**src/rtl/fwd_hazard_unit.sv**
```systemverilog
// Forwarding-select and load-use hazard unit between decode and EX.
// Tracks the last FWD_DEPTH issued destinations; youngest matching producer wins.
module fwd_hazard_unit #(
  parameter int REG_AW    = 5,
  parameter int FWD_DEPTH = 3,
  parameter int LOAD_LAT  = 1,
  parameter int FLUSH_CYC = 1,
  parameter int SELW      = 3
) (
  input  logic              clk,
  input  logic              reset,
  input  logic              ins_valid,
  input  logic [REG_AW-1:0] rs,
  input  logic [REG_AW-1:0] rt,
  input  logic              rt_used,
  input  logic [REG_AW-1:0] rd,
  input  logic              wr_en,
  input  logic              is_load,
  input  logic              is_jump,
  output logic              stall,
  output logic              ex_valid,
  output logic [SELW-1:0]   fwd_sel_a,
  output logic [SELW-1:0]   fwd_sel_b,
  output logic [REG_AW-1:0] rw_ex
);

  // Index 0 holds S[1], the most recently issued instruction.
  logic [FWD_DEPTH-1:0] v_q;
  logic [FWD_DEPTH-1:0] ld_q;
  logic [REG_AW-1:0]    dst_q [FWD_DEPTH];
  logic [1:0]           flush_cnt_q;

  logic                 squash;
  logic                 accept;
  logic                 load_hit;
  logic [FWD_DEPTH-1:0] hit_a;
  logic [FWD_DEPTH-1:0] hit_b;
  logic [SELW-1:0]      sel_a_d;
  logic [SELW-1:0]      sel_b_d;

  assign squash = (flush_cnt_q != 2'd0);
  assign accept = ins_valid & ~stall & ~squash;

  always_comb begin
    hit_a = '0;
    hit_b = '0;
    for (int k = 0; k < FWD_DEPTH; k++) begin
      hit_a[k] = v_q[k] && (dst_q[k] == rs) && (rs != '0);
      hit_b[k] = rt_used && v_q[k] && (dst_q[k] == rt) && (rt != '0);
    end
  end

  // Only loads still inside the load latency window block issue.
  always_comb begin
    load_hit = 1'b0;
    for (int k = 0; k < LOAD_LAT; k++) begin
      load_hit = load_hit | (ld_q[k] & (hit_a[k] | hit_b[k]));
    end
    stall = reset & ins_valid & ~squash & load_hit;
  end

  // Scan oldest to youngest so the youngest match overwrites.
  always_comb begin
    sel_a_d = '0;
    sel_b_d = '0;
    for (int k = FWD_DEPTH - 1; k >= 0; k--) begin
      if (hit_a[k]) sel_a_d = SELW'(k + 1);
      if (hit_b[k]) sel_b_d = SELW'(k + 1);
    end
  end

  always_ff @(posedge clk) begin
    if (!reset) begin
      v_q         <= '0;
      ld_q        <= '0;
      for (int k = 0; k < FWD_DEPTH; k++) dst_q[k] <= '0;
      flush_cnt_q <= 2'd0;
      ex_valid    <= 1'b0;
      fwd_sel_a   <= '0;
      fwd_sel_b   <= '0;
      rw_ex       <= '0;
    end else begin
      for (int k = FWD_DEPTH - 1; k > 0; k--) begin
        v_q[k]   <= v_q[k-1];
        ld_q[k]  <= ld_q[k-1];
        dst_q[k] <= dst_q[k-1];
      end
      v_q[0]   <= accept & wr_en & (rd != '0);
      ld_q[0]  <= accept & is_load;
      dst_q[0] <= rd;

      ex_valid  <= accept;
      fwd_sel_a <= accept ? sel_a_d : '0;
      fwd_sel_b <= accept ? sel_b_d : '0;
      rw_ex     <= (accept & wr_en) ? rd : '0;

      if (accept && is_jump) begin
        flush_cnt_q <= 2'(FLUSH_CYC);
      end else if (squash && ins_valid) begin
        flush_cnt_q <= flush_cnt_q - 2'd1;
      end
    end
  end

endmodule

```
**config.mk**
```make
export PLATFORM = sky130hd
export DESIGN_NAME = fwd_hazard_unit
export DESIGN_NICKNAME = d
export VERILOG_FILES = /design/src/rtl/fwd_hazard_unit.sv
export SDC_FILE = /design/constraint.sdc
export NUM_CORES = 1
export LEC_CHECK = 0
export CORE_ASPECT_RATIO = 1.4
export CORE_MARGIN = 4
export CORE_UTILIZATION = 45
export CTS_BUF_LIST = sky130_fd_sc_hd__clkbuf_4 sky130_fd_sc_hd__clkbuf_8
export DETAILED_ROUTE_END_ITERATION = 8
export GPL_ROUTABILITY_DRIVEN = 0
export GPL_TIMING_DRIVEN = 0
export HOLD_SLACK_MARGIN = 0.03
export PLACE_DENSITY_LB_ADDON = 0.1
export SLEW_MARGIN = 30
export SYNTH_ARGS = -nofsm -noshare
export SYNTH_HDL_FRONTEND = slang
export SYNTH_SLANG_ARGS = --single-unit
```
**constraint.sdc**
```tcl
create_clock -name clk -period 2.3 [get_ports clk]
set_input_delay 0.69 -clock clk [delete_from_list [all_inputs] [get_ports clk]]
set_output_delay 0.69 -clock clk [all_outputs]
set_load 0.1 [all_outputs]
```
# After elaboration in Yosys (flattened, before gate mapping)
# Memories as Yosys holds them, arrays and structs flattened.
# Cells that the tools add are included.
dict set report op_classes {
  n_eq_ne 6
  muxes 13
  bitwise 17
  addsub 1
  reduce_logical 29
}
# operator n
set op_table {}
lappend op_table {{$eq 5x5->1} 6}
lappend op_table {{$logic_and 1x1->1} 17}
lappend op_table {{$mux 5} 3}
lappend op_table {{$reduce_bool 5->1} 3}
lappend op_table {{$and 1x1->1} 9}
lappend op_table {{$mux 2} 4}
lappend op_table {{$reduce_or 4->1} 2}
lappend op_table {{$mux 1} 6}
lappend op_table {{$reduce_or 3->1} 2}
lappend op_table {{$not 1->1} 4}
lappend op_table {{$or 1x1->1} 4}
lappend op_table {{$reduce_and 2->1} 2}
lappend op_table {{$reduce_bool 2->1} 2}
lappend op_table {{$reduce_or 2->1} 1}
lappend op_table {{$sub 2x1->2 const B} 1}
dict set report word_totals {
  ff_bits 18
  input_bits 22
  output_inout_bits 13
  memories 1
  word_cells 79
  ramBits 15
}
# name depth width read_ports rd_ports_with_merged_regs write_ports line_no
set memory_table {}
lappend memory_table {dst_q 3 5 3 0 3 30} ;# logic [REG_AW-1:0] dst_q [FWD_DEPTH];

# Logic depth before layout (Yosys ltp)
# An unclocked memory read counts as a cell.
dict set report depth {
  depth_word 12
  depth_mapped 6
  ltp_nobuf 6
}

# Least setup slack after synthesis
# No wires, ideal clock.
dict set report synth_timing {
  kind {input port to output port}
  start {input port rs[2]}
  end {output port stall}
  arrival_time_ns 2.683
  slack_ns -1.073
  n_path_buf 0
  required_ns 1.610
  stages 5
  path_cell_list {or4_1 > nor2_2 > nor4_2 > o21ai_0 > nor2_1}
}
dict set report synth_via {
  elab_chain_len 6
  word_cells_on_any_way 7
  cone_classes {eq/ne: 1; bitwise: 3; reduce/logical: 3}
}
# item line_no
set synth_rtl {}
lappend synth_rtl {{start: declaration} 13} ;# input logic [REG_AW-1:0] rs,
lappend synth_rtl {{$eq 5x5->1} 48} ;# hit_a[k] = v_q[k] && (dst_q[k] == rs) && (rs != '0);
lappend synth_rtl {{$logic_and 1x1->1} 48}
lappend synth_rtl {{$logic_and 1x1->1 *} 48}
lappend synth_rtl {{$or 1x1->1 *} 57} ;# load_hit = load_hit | (ld_q[k] & (hit_a[k] | hit_b[k]));
lappend synth_rtl {{$and 1x1->1 *} 57}
lappend synth_rtl {{$and 1x1->1 *} 59} ;# stall = reset & ins_valid & ~squash & load_hit;
lappend synth_rtl {{end: declaration} 20} ;# output logic stall,
# Every way passes the cells marked *; elsewhere a longest branch is shown, timed or not.

# Worst setup path in the final report
dict set report layout_timing {
  start {input port rt[1]}
  end {output port stall}
}
dict set report layout_via {
  elab_chain_len 6
  word_cells_on_any_way 7
  cone_classes {eq/ne: 1; bitwise: 3; reduce/logical: 3}
}
# item line_no
set layout_rtl {}
lappend layout_rtl {{start: declaration} 14} ;# input logic [REG_AW-1:0] rt,
lappend layout_rtl {{$eq 5x5->1} 49} ;# hit_b[k] = rt_used && v_q[k] && (dst_q[k] == rt) && (rt != '0);
lappend layout_rtl {{$logic_and 1x1->1} 49}
lappend layout_rtl {{$logic_and 1x1->1 *} 49}
lappend layout_rtl {{$or 1x1->1 *} 57}
lappend layout_rtl {{$and 1x1->1 *} 57}
lappend layout_rtl {{$and 1x1->1 *} 59}
# Marks and branches as above.

==> summary.txt <==
Yosys
  – Top post-synthesis cells by area: dfxtp_1 (44%), xnor2_1 (13%), and2_1 (7.5%), xor2_1 (6.2%), nor3_2 (5.6%)
  – Yosys cell types: 32
  – Mean post-synth cell area: 10.0 µm²
  – Synthesized area: 1420 µm²
  – Simple-gate share of the synthesized area: 27.2%
  – Cell taking the most area after synthesis: dfxtp_1
  – Most used DFF post-synth: dfxtp_1
  – Number of synthesized register bits: 31
  – Number of synthesized flops with an enable pin: 0
  – Multiplexer share of the synthesized area: 0%
  – List of most frequent post-synthesis cells: dfxtp_1 (31), xnor2_1 (21), and2_1 (17)
  – Top-count cell post-synth: dfxtp_1
  – Asr flop ratio synth: 0%
  – Post-Synth Adder-Cell Area: 0.879%
  – Largest family of logic cells by synthesized area: simple AND/OR/NAND/NOR gates
  – Share of the synthesized area in the top cell type: 43.6%
  – XOR/XNOR share of the synthesized area: 19.1%
  – Warnings, synthesis: 0
  – Post-synthesis sequential area ratio: 43.6%
  – Synth Area in Compound Gates: 5.80%
  – Synth Instances: 142

Route
  – Routed len/inst: 14.8 µm
  – Top routing layer used: met4
  – Wl on met1: 1260 µm
  – Router iterations before antenna repair: 4
  – Post-DRT Antenna Nets: 0
  – Via density: 5.00
  – DR WL met2: 1870 µm
  – Detailed Route Iter0 Violations: 26
  – Routed length on met3: 171 µm
  – Via count: 1134
  – DRT Wirelength: 3370 µm
  – DRC: 0

Clocking
  – Clock root cell: clkbuf_8
  – Latest clock arrival within the worst-skew pair: 0.28 ns
  – Num CTS Buffers: 5
  – Htree depth: 2
  – CTS hold repair buffers: 0
  – Clk buf depth: 2
  – Clk slew on worst S/H paths: 0.06 ns
  – TritonCTS clock tree: done
  – Total clock sinks: 31

Timing
  – Fin. max-slew vios: 0
  – Unrepaired setup endpoints after global routing: true
  – Final hold vios: 0
  – F_max: 371 MHz
  – Tcrit/Tclk final: 117%
  – Setup Skew: 0.00279 ns
  – Slew @ Worst Pin: 0.965 ns
  – Hold_ws: 0.497 ns
  – Setup TNS: -0.396 ns
  – Final critical-path required period: 2.70 ns
  – Worst slew margin: 35.9%
  – Final setup vio count: 1
  – Fin worst setup slack: -0.396 ns

Outcome
  – Failing checks: negative setup slack
  – Outcome: finished, violations left

GRT
  – First-pass GRT wire length: 5600 µm
  – Initial antenna violation count: 0
  – Global-route usage over all layers: 18.0%
  – Pin count of the biggest net entering global routing: 11
  – Total congestion overflow: 0
  – Vias in the first global route: 1219

Place
  – Placed Area: 1820 µm²
  – HPWL after DPL: 2570 µm
  – Placed Instances: 212
  – Port Buffers: 32
  – Post-placement worst setup slack: -1.74 ns

Power
  – LEAKAGE: 0.792 nW
  – Max VDD drop: 614 µV
  – Power consumption: 1.37 mW
  – PD cells: 683 nW/µm²

Layout
  – Nets: 212
  – Finished Core Util: 67.7%
  – Design Area, Final: 2010 µm²
  – N_diodes: 0
  – P&R area growth vs syn: 40.9%
  – Non-filler cells, final: 227
  – Share of layout cells above drive strength 1: 24.2%

Floorplanning
  – Die Span Y: 74.6 µm
  – Chip width: 55.5 µm
  – Core area: 2960 µm²
  – Initial Util: 48.0%
  – Row cnt: 23
  – IO Pins: 35
  – Die area: 4140 µm²

Setup path
  – Crit start category: input port
  – Critical path fanouts, max: 2
  – Worst EP arrival: 2.01 ns
  – Worst Path Required: 1.61 ns
  – Classification of the worst setup path: in2out
  – CP Capture Type: output pin

Worst hold path
  – Worst min path class: reg2reg

Flow run
  – Maxcap violations: 0
## flip-flops by register name (all words and copies together), names as in the netlist
register / count
ex_valid: 1
v_q: 3
dst_q: 15
flush_cnt_q: 2
fwd_sel_b: 2
rw_ex: 5
fwd_sel_a: 2
ld_q: 1
## logic make-up (layout without fill, tap and decap cells)
group | count (synthesis) | count (layout)
AO/OA/AOI/OAI | 12 | 12
buffers and inverters | 8 | 55
adder cells (fa/ha/maj) | 1 | 1
XOR/XNOR | 31 | 31
other | 1 | 2
flip-flops | 31 | 31
AND/OR/NAND/NOR | 58 | 58
## where the power goes
group	internal, mW	total [mW]	switching (mW)	leakage [nW]
Clock	0.350	0.545	0.195	0.0612
Sequential	0.563	0.580	0.0171	0.253
Combinational	0.102	0.246	0.145	0.477
Total	1.01	1.37	0.357	0.792
## cell type report
| cell class | instances | area, µm² |
|---|---|---|
| clock inverters | 2 | 35.0 |
| flip-flops and latches | 31 | 621 |
| clock buffers | 6 | 82.6 |
| repair buffers | 39 | 359 |
| fillers | 241 | 957 |
| well taps | 37 | 46.3 |
| inverters | 2 | 7.51 |
| multi-input cells | 104 | 808 |
| plain buffers | 6 | 47.5 |
## cells in the final DEF (no fill, tap or decap), types with 3 or more instances in the layout
master	Yosys	final
a21oi_1	4	4
and2_1	17	17
buf_2	0	3
buf_4	2	10
buf_6	1	3
clkbuf_8	0	7
clkdlybuf4s50_1	0	11
dfxtp_1	31	31
dlygate4sd2_1	0	11
nand2_1	8	8
nand4_1	5	5
nor2b_1	3	3
nor3_2	8	7
xnor2_1	21	21
xor2_1	10	10
## what timing repair did
item | CTS | global route
buffers inserted | 7 | 0
gates resized for setup | 71 | 2
pin swaps | 10 | 3
endpoints found under the setup margin | 24 | 1
## worst paths after layout
kind	depth (start not counted)	end	start	slack, ns
setup / recovery	7	stall	rt[1]	-0.40
hold / removal	1	v_q[2]$_SDFF_PN0_	v_q[1]$_SDFF_PN0_	0.50
setup reg to reg	7	flush_cnt_q[0]$_SDFFE_PN0P_	dst_q[0][4]$_SDFF_PN0_	0.51
hold reg to reg	1	v_q[2]$_SDFF_PN0_	v_q[1]$_SDFF_PN0_	0.50
## per-layer routing
metal | up-vias | track usage, %
li1 | 571 | -
met1 | 525 | 17.5
met2 | 30 | 34.6
met3 | 8 | 6.60
met4 | 0 | 7.30
met5 | - | 0
## critical path, cell delays in order
cell and delay [ns]:
buf_8 0.09, or4_4 0.53, o21ai_4 0.18, nor3_4 0.06, o21ai_2 0.22, nor2_4 0.06
buf_12 0.16
(Power assumes the default switching activity.)
